**src/rtl/spi_frame_receiver.sv**
```systemverilog
// SPI mode-0 slave receive front end for the PWM/clock-divider register bank.
// Synchronises sck/cs/mosi into sys_clk, shifts MSB-first frames and presents
// only frames of exactly FRAME_BITS bits. Any other length raises frame_err.
`timescale 1ns/1ps
module spi_frame_receiver #(
   parameter int unsigned FRAME_BITS  = 16,
   parameter int unsigned SYNC_STAGES = 2
) (
   input  logic                  sys_clk,
   input  logic                  rst_n,
   input  logic                  sck,
   input  logic                  cs,
   input  logic                  mosi,
   output logic [FRAME_BITS-1:0] data,
   output logic                  data_rdy,
   output logic                  frame_err
);

   localparam int unsigned   CW       = $clog2(FRAME_BITS + 2);
   localparam logic [CW-1:0] CNT_FULL = CW'(FRAME_BITS);
   localparam logic [CW-1:0] CNT_MAX  = CW'(FRAME_BITS + 1);

   typedef enum logic {IDLE, SHIFT} state_t;

   logic [SYNC_STAGES-1:0] sck_sync;
   logic [SYNC_STAGES-1:0] cs_sync;
   logic [SYNC_STAGES-1:0] mosi_sync;
   logic                   sck_s, cs_s, mosi_s;
   logic                   sck_d, cs_d;
   logic                   sck_rise, cs_fall, cs_rise;

   state_t                 state;
   logic [CW-1:0]          bit_cnt;
   logic [FRAME_BITS-1:0]  shift;
   logic                   commit_ok;
   logic                   commit_bad;

   // Pin synchronisers; reset to the idle bus levels (sck low, cs high, mosi low)
   always_ff @(posedge sys_clk or negedge rst_n) begin
      if (!rst_n) begin
         sck_sync  <= '0;
         cs_sync   <= '1;
         mosi_sync <= '0;
      end else begin
         sck_sync  <= {sck_sync[SYNC_STAGES-2:0], sck};
         cs_sync   <= {cs_sync[SYNC_STAGES-2:0], cs};
         mosi_sync <= {mosi_sync[SYNC_STAGES-2:0], mosi};
      end
   end

   assign sck_s  = sck_sync[SYNC_STAGES-1];
   assign cs_s   = cs_sync[SYNC_STAGES-1];
   assign mosi_s = mosi_sync[SYNC_STAGES-1];

   // Edge-history flops on the synchronised sck and cs
   always_ff @(posedge sys_clk or negedge rst_n) begin
      if (!rst_n) begin
         sck_d <= 1'b0;
         cs_d  <= 1'b1;
      end else begin
         sck_d <= sck_s;
         cs_d  <= cs_s;
      end
   end

   assign sck_rise = sck_s & ~sck_d;
   assign cs_fall  = ~cs_s & cs_d;
   assign cs_rise  = cs_s & ~cs_d;

   // Frame FSM: shift on sck_rise, judge the bit count on cs_rise.
   // The verdict is latched into commit_ok/commit_bad and applied to the
   // outputs one cycle later, so data_rdy appears SYNC_STAGES+2 edges after
   // cs rises while cs_fall still clears the flags within SYNC_STAGES+1.
   always_ff @(posedge sys_clk or negedge rst_n) begin
      if (!rst_n) begin
         state      <= IDLE;
         bit_cnt    <= '0;
         shift      <= '0;
         commit_ok  <= 1'b0;
         commit_bad <= 1'b0;
         data       <= '0;
         data_rdy   <= 1'b0;
         frame_err  <= 1'b0;
      end else begin
         commit_ok  <= 1'b0;
         commit_bad <= 1'b0;
         if (commit_ok) begin
            data      <= shift;
            data_rdy  <= 1'b1;
            frame_err <= 1'b0;
         end
         if (commit_bad) begin
            frame_err <= 1'b1;
         end
         case (state)
            IDLE: begin
               if (cs_fall) begin
                  state     <= SHIFT;
                  bit_cnt   <= '0;
                  data_rdy  <= 1'b0;
                  frame_err <= 1'b0;
               end
            end
            SHIFT: begin
               if (cs_rise) begin
                  state <= IDLE;
                  if (bit_cnt == CNT_FULL) begin
                     commit_ok <= 1'b1;
                  end else begin
                     commit_bad <= 1'b1;
                  end
               end else if (sck_rise && !cs_s) begin
                  shift <= {shift[FRAME_BITS-2:0], mosi_s};
                  if (bit_cnt != CNT_MAX) begin
                     bit_cnt <= bit_cnt + CW'(1);
                  end
               end
            end
            default: state <= IDLE;
         endcase
      end
   end

endmodule

```
**config.mk**
```make
export PLATFORM = sky130hd
export DESIGN_NAME = spi_frame_receiver
export DESIGN_NICKNAME = d
export VERILOG_FILES = /design/src/rtl/spi_frame_receiver.sv
export SDC_FILE = /design/constraint.sdc
export NUM_CORES = 1
export LEC_CHECK = 0
export ABC_AREA = 1
export BUFFER_PORTS_ARGS = -buffer_cell sky130_fd_sc_hd__buf_4
export CAP_MARGIN = 10
export CORE_MARGIN = 8
export CORE_UTILIZATION = 50
export CTS_CLUSTER_SIZE = 24
export DETAILED_ROUTE_END_ITERATION = 6
export PLACE_DENSITY_LB_ADDON = 0.1
export SLEW_MARGIN = 5
export SYNTH_ARGS = -nofsm -noshare
export SYNTH_HDL_FRONTEND = slang
export SYNTH_SLANG_ARGS = --single-unit
```
**constraint.sdc**
```tcl
create_clock -name sys_clk -period 3.16 [get_ports sys_clk]
set_input_delay 0.474 -clock sys_clk [delete_from_list [all_inputs] [get_ports sys_clk]]
set_output_delay 0.474 -clock sys_clk [all_outputs]
set_load 0.02 [all_outputs]
```
# Word level (Yosys, flattened, before mapping)
# Index checks and enable logic that the tools add are counted.
[totals]
reg_bits = 50
inputBits = 5
[op_classes]
n_addsub = 1
eq_ne = 6
n_mux = 21
bitwise_logic = 8
n_reduce_logical = 4
[ops]
columns = ["op", "count"]
rows = [
  ["$mux 5", 4],
  ["$mux 1", 15],
  ["$pmux 5 s2", 1],
  ["$add 5x1->5 const B", 1],
  ["$eq 5x5->1 const B", 1],
  ["$ne 5x5->1 const B", 1],
  ["$not 1->1", 5],
  ["$ne 2x1->1 const B", 2],
  ["$ne 2x2->1 const B", 2],
  ["$reduce_and 4->1", 1],
  ["$and 1x1->1", 3],
  ["$reduce_and 3->1", 1],
  ["$pmux 1 s2", 1],
  ["$logic_and 1x1->1", 1],
  ["$logic_not 1->1", 1],
]

# Longest topological paths before layout
# Gate-level depths: netlist of run 1.
[logic_depth]
word_depth = 6
ltp_mapped = 9
depth_no_buf = 9

# Worst setup path before layout of run 1
# Ideal clock, no wire load.
[synth_path]
path_kind = "register to register"
from = "register cs_sync[1]"
to = "register bit_cnt[2]"
setup_time_ns = 0.116
arrival_ns = 1.004
required_time_ns = 3.044
path_slack_ns = 2.039
stages_incl_launch_ff = 6
path_buffers = 0
path_cell_list = "dfstp_2 -> nand2_1 -> a21oi_1 -> nor2_4 -> nand2_1 -> nand2_1"
[synth_via]
elab_chain_len = 4
elab_cells_between_ends = 9
cone_classes = "eq/ne (3); bitwise (3); reduce/logical (3)"
[synth_rtl]
columns = ["item", "line_no", "rtl"]
rows = [
  ["start, declared", "26", "logic [SYNC_STAGES-1:0] cs_sync;"],
  ["start signal, assigned", "46", "cs_sync <= {cs_sync[SYNC_STAGES-2:0], cs};"],
  ["$not 1->1 / $logic_not 1->1 (equally long branches)", "67, 112", ""],
  ["$and 1x1->1 / $logic_and 1x1->1 (equally long branches)", "67, 112", ""],
  ["$ne 2x2->1 (no source line) / $ne 2x1->1 (equally long branches)", "-", ""],
  ["$reduce_and 4->1 (no source line) (*)", "-", ""],
  ["end signal, assigned", "115", "bit_cnt <= bit_cnt + CW'(1);"],
  ["end, declared", "33", "logic [CW-1:0] bit_cnt;"],
]
# Mark *: on every way between the ends. The rest lies on a longest branch, timed or not.
# A chain may end at the register's enable or synchronous reset.

# Worst setup path in the final report of run 1
[layout_path]
from = "register state"
to = "register shift[0]"
[layout_via]
elab_chain_len = 1
[layout_rtl]
columns = ["item", "line_no", "rtl"]
rows = [
  ["start, declared", "32", "state_t state;"],
  ["start signal, assigned", "76", "state <= IDLE;"],
  ["start signal, assigned", "98", "state <= SHIFT;"],
  ["start signal, assigned", "106", "state <= IDLE;"],
  ["$reduce_and 3->1 (no source line)", "-", ""],
  ["end signal, assigned", "113", "shift <= {shift[FRAME_BITS-2:0], mosi_s};"],
  ["end, declared", "34", "logic [FRAME_BITS-1:0] shift;"],
]
# No other way between the ends.

==> flow_metrics.tcl, run 1 <==
set metrics [dict create \
    status "finished, final reports clean" \
    powerDensity_nw_per_um2 599.3 \
    start_util 0.5161 \
    io_buffers 22 \
    viasPerCell 4.777 \
    grt_overflow 0 \
    postRouteAntennaNets 0 \
    fillerInstances 342 \
    worst-setup-path-type "reg2reg" \
    yosys_register_bits 50 \
    cap_viol_max_count 0 \
    p_leak_nw 1.184 \
    routed_wl_um 3247 \
    drtIter0Drc 55 \
    worstPathArrival_ns 1.73 \
    wl_per_cell_um 12.07 \
    worstMarginPinSlew_ns 0.9608 \
    ff2ff_path_depth 3 \
    diodes 0 \
    seqCellArea_sq_um 1255 \
    worstSetupEndpoint "shift[0]$_DFFE_PN0P_" \
    dieArea_sq_um 6403 \
    antenna_found_initial 0 \
    period_needed_ns 1.568 \
    synth_area_sq_um 2049 \
    final_util 0.5791 \
    placed_cell_area_sq_um 2221 \
    final_common_cell "dfrtp_1" \
    clk_pin_slew_ns 0.09 \
    holdWs_ns 0.1878 \
    relSlewSlack 0.3594 \
    r2r-start "state$_DFF_PN0_" \
    vdd_drop_max_mv 0.3834 \
    rsz0062_at_grt "false" \
    place_hpwl_um 2251 \
    cts_tree "yes" \
    cts_buffers 5 \
    ctsResizeCount 0 \
    root_buffer "clkbuf_8" \
    coreArea_sq_um 3971 \
    cts.sinks 50 \
    drc 0 \
    grt_start_max_net_pins 51 \
    rows 23 \
    yosysWarnings 0 \
    syn_inst 197 \
    crit_fanout 32 \
    gp_congestion 0.7700 \
    die_w_um 80.02 \
    clock_latency_ns 0.29 \
    design_area_sq_um 2300 \
    final_nets 227 \
    io_pins 23 \
    fin_crit_sh 0.4961 \
    vias 1285 \
    h-tree-depth 2 \
    cts_max_path_buffers 2 \
    r2r_end "shift[0]$_DFFE_PN0P_" \
    max_stage_delay_ns 0.58 \
    drtPass1Iterations 4 \
    syn-num-nets 205 \
    r2r_slack_ns 1.59 \
    slowest_stage "dfrtp_1" \
    clock_skew_ns 0.009763 \
    ys_seq_area_frac 0.6123 \
    grt_use_total 0.1117 \
    cp-start-kind "flop" \
    cp_cell_sequence "nand4_4 > nor2_1 > a21oi_2" \
    syn_to_final_growth_pct 12.21 \
    fp.dieH_um 80.02 \
    setup_ws_ns 1.592 \
    cts_hold_buf 0 \
    finalSetupTns_ns 0 \
    layout_common_cells "dfrtp_1 (47), nand2_1 (38), inv_1 (25)" \
    setup_viol 0 \
    multiInputGateArea_sq_um 636.9 \
    grt_pass1_vias 1305 \
    worstSetupEndpointType "flop" \
    synthDistinctLibCells 23 \
    drive_above_1_share 0.2740 \
    post_cts_buffers 0 \
    hold_viol 0 \
    min_path_type "in2async" \
    pre_cts_ws_ns 1.585 \
    cp.required_ns 3.32 \
    clock.fmax_mhz 637.9 \
    avgSynthCellArea_sq_um 10.40 \
    finalMaxSlewViolations 0 \
    grt_pass1_wl_um 5727 \
    cp-startpoint "state$_DFF_PN0_" \
]
cell families (layout without fill, tap and decap cells):
kind of cell | count (synthesis) | count (layout) | synth area share
adder cells (fa/ha/maj) | 3 | 3 | 0.01832
AND/OR/NAND/NOR | 72 | 72 | 0.1612
buffers and inverters | 34 | 56 | 0.07692
flip-flops | 50 | 50 | 0.6123
AO/OA/AOI/OAI | 35 | 35 | 0.1148
multiplexers | 3 | 3 | 0.01648
synth_stat cells, drive strengths merged:
library cell | n | area (sq um)
mux2 | 3 | 33.78
nor3b | 1 | 7.510
nor3 | 1 | 5.000
a21oi | 18 | 101.4
nor2 | 24 | 107.6
inv | 27 | 101.4
dfstp | 3 | 78.83
nand2 | 39 | 148.9
nand4 | 1 | 21.27
nand3 | 6 | 40.04
ha | 3 | 37.54
dfrtp | 47 | 1176
buf | 7 | 56.30
o21ai | 17 | 133.9
worst max-delay path: cells and delay by family, from the launching register on:
family             cells  cell delay [ns]
and+or+nand+nor        2             0.81
DFF                    1             0.58
AOI/OAI and AO/OA      1             0.04
layer usage:
layer	GRT usage	vias to the layer above	part of all wire
li1	-	656	-
met5	0	-	0
met1	0.1258	605	0.44
met3	0.03266	6	0.055
met2	0.1908	18	0.48
met4	0.04909	0	0.017
where the power goes:
part / leakage, nW / switching, mW / internal, mW / total, mW
clock: 0.0438 / 0.189 / 0.149 / 0.338
combinational: 0.483 / 0.158 / 0.0885 / 0.246
sequential: 0.656 / 0.0653 / 0.729 / 0.794
total: 1.18 / 0.412 / 0.966 / 1.38
final cells by class:
cell class / count / area share
Clock buffer: 5 / 0.02992
Clock inverter: 2 / 0.004353
Inverter: 27 / 0.04407
Multi-Input combinational cell: 113 / 0.2769
Sequential cell: 50 / 0.5457
Tap cell: 50 / 0.02720
Timing Repair Buffer: 22 / 0.07182
through the flow:
step,power [mW],std cells
after CTS,1.400,269
after global routing,1.473,269
after floorplan,0.9958,197
final,1.378,269
after global placement,1.049,262
after detailed placement,1.058,262
how the worst min path moves through the flow:
| stage | from | cells after the start | endpoint | slack, ns |
|---|---|---|---|---|
| floorplan | rst_n | 0 | bit_cnt[0]$_DFFE_PN0P_ | 0.18 |
| global placement | mosi_sync[0]$_DFF_PN0_ | 0 | mosi_sync[1]$_DFF_PN0_ | 0.33 |
| detailed placement | sck_sync[0]$_DFF_PN0_ | 0 | sck_sync[1]$_DFF_PN0_ | 0.33 |
| CTS | rst_n | 1 | data[14]$_DFFE_PN0P_ | 0.21 |
| global route | rst_n | 1 | data[10]$_DFFE_PN0P_ | 0.25 |
| finish | rst_n | 1 | data[14]$_DFFE_PN0P_ | 0.19 |
state kept, by name, summed over array words and instances (netlist names):
signal      count
frame_err       1
data           16
mosi_sync       2
commit_bad      1
cs_d            1
shift          16
bit_cnt         5
data_rdy        1
state           1
sck_sync        2
cs_sync         2
sck_d           1
commit_ok       1
Power figures use the tool's default switching activity.
==> run 2, diff against run 1 <==
==> constraint.sdc (replaced) <==
create_clock -name sys_clk -period 1.6 [get_ports sys_clk]
set_input_delay 0.24 -clock sys_clk [delete_from_list [all_inputs] [get_ports sys_clk]]
set_output_delay 0.24 -clock sys_clk [all_outputs]
set_load 0.02 [all_outputs]
==> run 2 against run 1 <==
Against the previous run:
- register-to-register slack worse by 1.3 ns
- first-iteration DRC count up 73%
- clock power up 140%
- combinational power up 100%
- maximum frequency up 21%
- utilization up 2.1 points
- sequential power up 98%
- design area up 3.6%
- final cell count up 2.2%
- wire length up 5.5%
==> flow_metrics.tcl, run 2 (synthesis gave the netlist of run 1 again) <==
set metrics [dict create \
    layoutNonFillerInstCount 275 \
    gp_congestion 0.7519 \
    r2r_end "bit_cnt[1]$_DFFE_PN0P_" \
    postRouteAntennaNets 0 \
    finalSetupTns_ns 0 \
    ff2ff_path_depth 9 \
    worst-setup-path-type "reg2reg" \
    largestRegisters "data x16, shift x16, bit_cnt x5" \
    placed_cell_area_sq_um 2263 \
    place_hpwl_um 2378 \
    period_needed_ns 1.291 \
    fin_crit_sh 0.8070 \
    cp-start-kind "flop" \
    grt_busiest_layer "met2" \
    final_nets 232 \
    clock_latency_ns 0.30 \
    antenna_found_initial 0 \
    cap_viol_max_count 0 \
    start_util 0.5161 \
    vdd_drop_max_mv 0.5676 \
    crit_fanout 5 \
    worstMarginPinSlew_ns 0.6059 \
    status "finished, final reports clean" \
    layout_common_cells "dfrtp_1 (47), nand2_1 (38), inv_1 (25), buf_4 (25), nor2_1 (21)" \
    worstSetupEndpointType "flop" \
    final_common_cell "dfrtp_1" \
    coreArea_sq_um 3971 \
    grt_pass1_vias 1381 \
    met2_usage 0.2013 \
    diodes 0 \
    grt_use_met1 0.1274 \
    h-tree-depth 2 \
    p_leak_nw 1.227 \
    path_buf_inv 2 \
    vias 1363 \
    worstPathArrival_ns 1.53 \
    cp_cell_sequence "inv_1 > ha_1 > nand2_1 > inv_1 > nand3_2 > nand2_1 > nor2_4 > nand2_1 > nand2_1" \
    hold_viol 0 \
    cts_tree "yes" \
    drc 0 \
    drtIter0Drc 95 \
    cts_buffers 5 \
    dieArea_sq_um 6403 \
    grt_pass1_wl_um 5934 \
    relSlewSlack 0.5961 \
    min_from "cs" \
    powerDensity_nw_per_um2 1214 \
    grt_start_max_net_pins 51 \
    r2r_slack_ns 0.31 \
    cp.required_ns 1.84 \
    whs_path_depth 1 \
    path_common_cell "nand2_1" \
    rows 23 \
    slowest_stage "dfrtp_1" \
    fp.dieH_um 80.02 \
    r2r-start "bit_cnt[1]$_DFFE_PN0P_" \
    clock.fmax_mhz 774.5 \
    clock_skew_ns 0.01143 \
    syn_to_final_growth_pct 16.30 \
    drtPass1Iterations 4 \
    placedCellCount 266 \
    post_cts_buffers 0 \
    wl_per_cell_um 12.45 \
    clk_pin_slew_ns 0.09 \
    io_pins 23 \
    critical_path.top_delay_family "simple AND/OR/NAND/NOR gates" \
    grt_use_total 0.1201 \
    design_area_sq_um 2384 \
    ctsResizeCount 0 \
    finalMaxSlewViolations 0 \
    root_buffer "clkbuf_8" \
    die_w_um 80.02 \
    min_path_type "in2reg" \
    grt_overflow 0 \
    holdPathEnd "cs_sync[0]$_DFF_PN1_" \
    max_stage_delay_ns 0.41 \
    cts.sinks 50 \
    use_met3 0.03491 \
    viasPerCell 4.956 \
    setup_viol 0 \
    io_buffers 22 \
    routed_wl_um 3424 \
    cts_max_path_buffers 2 \
    drive_above_1_share 0.2889 \
    rsz0062_at_grt "false" \
]
## run 2: through the flow
| step | power, mW | hold slack, ns | worst slack, ns | utilization |
|---|---|---|---|---|
| 2_1_floorplan | 1.967 | -0.05559 | 0.4791 | - |
| 3_3_place_gp | 2.069 | 0.2850 | 0.3619 | 0.5699 |
| 3_5_place_dp | 2.103 | 0.2984 | 0.3371 | 0.5699 |
| 4_1_cts | 2.938 | 0.02663 | 0.3070 | 0.6002 |
| 5_1_grt | 3.069 | 0.02045 | 0.2259 | 0.6002 |
| 6_report | 2.894 | 0.03691 | 0.3088 | 0.6002 |
## run 2: cell type report
type,instances,area [sq um]
Multi-Input combinational cell,113,636.9
Tap cell,50,62.56
Inverter,27,101.3
Clock buffer,8,110.1
Sequential cell,50,1255
Fill cell,336,1588
Timing Repair Buffer,27,217.7
## run 2: how the worst max path moves through the flow
stage          slack (ns)                     end  depth (start not counted)              startpoint
2_1_floorplan        0.48  bit_cnt[2]$_DFFE_PN0P_                          5    cs_sync[1]$_DFF_PN1_
3_3_place_gp         0.36  bit_cnt[0]$_DFFE_PN0P_                          7          cs_d$_DFF_PN1_
3_5_place_dp         0.34  bit_cnt[1]$_DFFE_PN0P_                          7          cs_d$_DFF_PN1_
4_1_cts              0.31  bit_cnt[1]$_DFFE_PN0P_                          9  bit_cnt[1]$_DFFE_PN0P_
5_1_grt              0.23  bit_cnt[1]$_DFFE_PN0P_                          9  bit_cnt[1]$_DFFE_PN0P_
6_report             0.31  bit_cnt[1]$_DFFE_PN0P_                          9  bit_cnt[1]$_DFFE_PN0P_
## run 2: what timing repair did
action,4_1_cts,5_1_grt
hold buffers,1,0
hold endpoints to repair,47,0
endpoints found under the setup margin,0,0
## run 2: worst register-to-register path: stages, from the launching register on
cell and delay (ns):
dfrtp_1 0.41, inv_1 0.09, ha_1 0.18, nand2_1 0.06, inv_1 0.04, nand3_2 0.06
nand2_1 0.10, nor2_4 0.15, nand2_1 0.08, nand2_1 0.07
## run 2: report_power, final
| part | internal (mW) | total (mW) | leakage [nW] | switching [mW] |
|---|---|---|---|---|
| Sequential | 1.44 | 1.57 | 0.656 | 0.134 |
| Combinational | 0.184 | 0.500 | 0.513 | 0.316 |
| Clock | 0.436 | 0.820 | 0.0575 | 0.384 |
## run 2: metal layers
layer,wire [um],part of all wire,vias up
met1,1525,0.45,652
li1,-,-,671
met2,1622,0.47,36
met5,0,0,-
met4,56,0.016,0
met3,220,0.064,4
==> run 3, diff against run 2 <==
--- a/config.mk
+++ b/config.mk
@@ -5,7 +5,7 @@
 export SDC_FILE = /design/constraint.sdc
 export NUM_CORES = 1
 export LEC_CHECK = 0
-export ABC_AREA = 1
+export ABC_AREA = 0
 export BUFFER_PORTS_ARGS = -buffer_cell sky130_fd_sc_hd__buf_4
 export CAP_MARGIN = 10
 export CORE_MARGIN = 8
==> constraint.sdc (replaced) <==
create_clock -name sys_clk -period 1.16 [get_ports sys_clk]
set_input_delay 0.174 -clock sys_clk [delete_from_list [all_inputs] [get_ports sys_clk]]
set_output_delay 0.174 -clock sys_clk [all_outputs]
set_load 0.02 [all_outputs]
==> run 3 against run 2 <==
Against the previous run:
- the flow now finishes with violations (negative setup slack)
- sequential power is 25% higher
- worst setup slack worse by 0.62 ns
- sequential share of layout area down 4.9 points
- design area up 10%
- count of clock-buffer cells in the layout decreased by 2
- utilization rose by 7.2 points
- die area is 2.1% lower
- global-route usage shrank 0.24 points
- wire length rose by 3.6%
- combinational power shrank 8.4%
- flip-flop and latch count did not move
- critical path type unchanged
- critical endpoint is now bit_cnt[3]$_DFFE_PN0P_
- highest routed layer unchanged
==> flow_metrics.tcl, run 3 <==
set metrics [dict create \
    worstMarginPinSlew_ns 0.3055 \
    drtIter0Drc 80 \
    synth.largest_area_cell "dfrtp_1" \
    antenna_found_initial 0 \
    crit_fanout 7 \
    finalMaxSlewViolations 0 \
    drc 0 \
    cts_tree "yes" \
    place_hpwl_um 2352 \
    layout_common_cells "dfrtp_1 (47), buf_4 (37), mux2_2 (16), mux2_4 (16), clkbuf_8 (6)" \
    diodes 0 \
    fin_crit_sh 1.269 \
    power_mw 3.446 \
    avgSynthCellArea_sq_um 15.23 \
    design_area_sq_um 2630 \
    violations "negative setup slack" \
    yosys_register_bits 50 \
    grt_start_max_net_pins 37 \
    ys_seq_area_frac 0.6288 \
    grt_use_total 0.1177 \
    worstPathArrival_ns 1.65 \
    die_w_um 79.18 \
    gp_congestion 0.9053 \
    cts.sinks 50 \
    cap_viol_max_count 0 \
    clock.fmax_mhz 679.4 \
    largestRegisters "data x16, shift x16, bit_cnt x5" \
    placed_cell_area_sq_um 2341 \
    p_leak_nw 1.285 \
    vdd_drop_max_mv 0.9024 \
    drtPass1Iterations 4 \
    grt_overflow 0 \
    grt_pass1_vias 1244 \
    root_buffer "clkbuf_8" \
    worstSetupEndpointType "flop" \
    syn_inst 131 \
    syn-num-nets 139 \
    synthDistinctLibCells 30 \
    setup_ws_ns -0.3119 \
    setup_viol 26 \
    powerDensity_nw_per_um2 1310 \
    clk_pin_slew_ns 0.08 \
    rows 23 \
    synth-edff-count 0 \
    finalSetupTns_ns -5.650 \
    coreArea_sq_um 3914 \
    hold_viol 0 \
    grt_pass1_wl_um 5754 \
    cts_buffers 5 \
    dieArea_sq_um 6269 \
    io_pins 23 \
    start_util 0.5099 \
    clock_skew_ns 0.005334 \
    synth_area_sq_um 1996 \
    cts_max_path_buffers 2 \
    worst-setup-path-type "reg2reg" \
    ys_top_cells_by_area "dfrtp_1 (59%), mux2_2 (12%), mux2_4 (7.5%)" \
    routed_wl_um 3546 \
    final_common_cell "dfrtp_1" \
    rsz0062_at_grt "true" \
    clock_latency_ns 0.30 \
    final_nets 191 \
    period_needed_ns 1.472 \
    synthArstFlopShare 1.000 \
    syn_to_final_growth_pct 31.79 \
    fp.dieH_um 79.18 \
    yosysMostFrequentCell "dfrtp_1" \
    cp.required_ns 1.34 \
    io_buffers 22 \
    cp-start-kind "flop" \
    yosysTopAreaCellShare 0.5893 \
    yosysWarnings 0 \
    viasPerCell 5.145 \
    wl_per_cell_um 15.15 \
    relSlewSlack 0.7951 \
    h-tree-depth 2 \
    min_path_type "in2async" \
    postRouteAntennaNets 0 \
    synth_ff_type "dfrtp_1" \
    status "finished with violations" \
    vias 1204 \
    drive_above_1_share 0.5652 \
    yosys-top-cells-count "dfrtp_1 (47), mux2_2 (22), mux2_4 (10)" \
]
run 3: per-stage QoR:
stage	setup WS, ns	hold slack [ns]	utilization	cells
6_report	-0.3119	0.2685	0.6720	234
5_1_grt	-0.3791	0.2847	0.6720	234
4_1_cts	-0.2946	0.2646	0.6560	231
3_5_place_dp	-0.2731	0.04161	0.5981	215
3_3_place_gp	-0.2608	0.04115	0.5981	215
2_1_floorplan	-0.2797	-0.1216	-	131
run 3: kinds of logic after synthesis:
group,count (synthesis),share of synthesized area
adder cells (fa/ha/maj),3,0.01881
multiplexers,32,0.1994
flip-flops,50,0.6288
AND/OR/NAND/NOR,23,0.06897
AO/OA/AOI/OAI,13,0.04828
buffers and inverters,10,0.03574
run 3: critical path, stage by stage (launching register included):
cell and delay [ns]:
dfstp_2 0.59, buf_6 0.11, and2b_2 0.23, a21oi_4 0.24, or4_1 0.15, nand3_1 0.06
run 3: metal layers:
| metal | vias to the layer above | GRT usage | share of wire | wire length [um] |
|---|---|---|---|---|
| met1 | 621 | 0.1385 | 0.42 | 1491 |
| met3 | 5 | 0.02709 | 0.035 | 123 |
| met4 | 0 | 0.06667 | 0.017 | 62 |
| met2 | 19 | 0.1939 | 0.53 | 1869 |
| li1 | 559 | - | - | - |
| met5 | - | 0 | 0 | 0 |
run 3: worst paths after layout:
path                                   startpoint                      to  slack [ns]  cells past startpoint
max                          cs_sync[1]$_DFF_PN1_  bit_cnt[3]$_DFFE_PN0P_       -0.31                      5
min                                         rst_n   sck_sync[0]$_DFF_PN0_        0.27                      2
max reg2reg                  cs_sync[1]$_DFF_PN1_  bit_cnt[3]$_DFFE_PN0P_       -0.31                      5
min reg2reg                mosi_sync[0]$_DFF_PN0_  mosi_sync[1]$_DFF_PN0_        0.36                      0
max in group asynchronous                   rst_n    data[14]$_DFFE_PN0P_        0.47                      3
min in group sys_clk       mosi_sync[0]$_DFF_PN0_  mosi_sync[1]$_DFF_PN0_        0.36                      0
run 3: cell type report:
cell class	instances	area (sq um)
clock buffers	6	82.58
clock inverters	2	12.51
fillers	307	1284
inverters	5	18.77
multi-input cells	71	739.5
flip-flops and latches	50	1255
well taps	50	62.56
repair buffers	50	459.2
run 3: power breakdown:
part | switching, mW | internal [mW]
registers | 0.105 | 1.87
clock network | 0.534 | 0.479
logic | 0.190 | 0.268
run 3: what timing repair did:
item / in CTS / in global routing
buffers inserted: 5 / 2
pin swaps: 4 / 2
hold buffers: 4 / 0
setup endpoints to repair: 26 / 26
gates resized for setup: 17 / 4
endpoints found under the hold margin: 53 / 0
cloned: 0 / 1
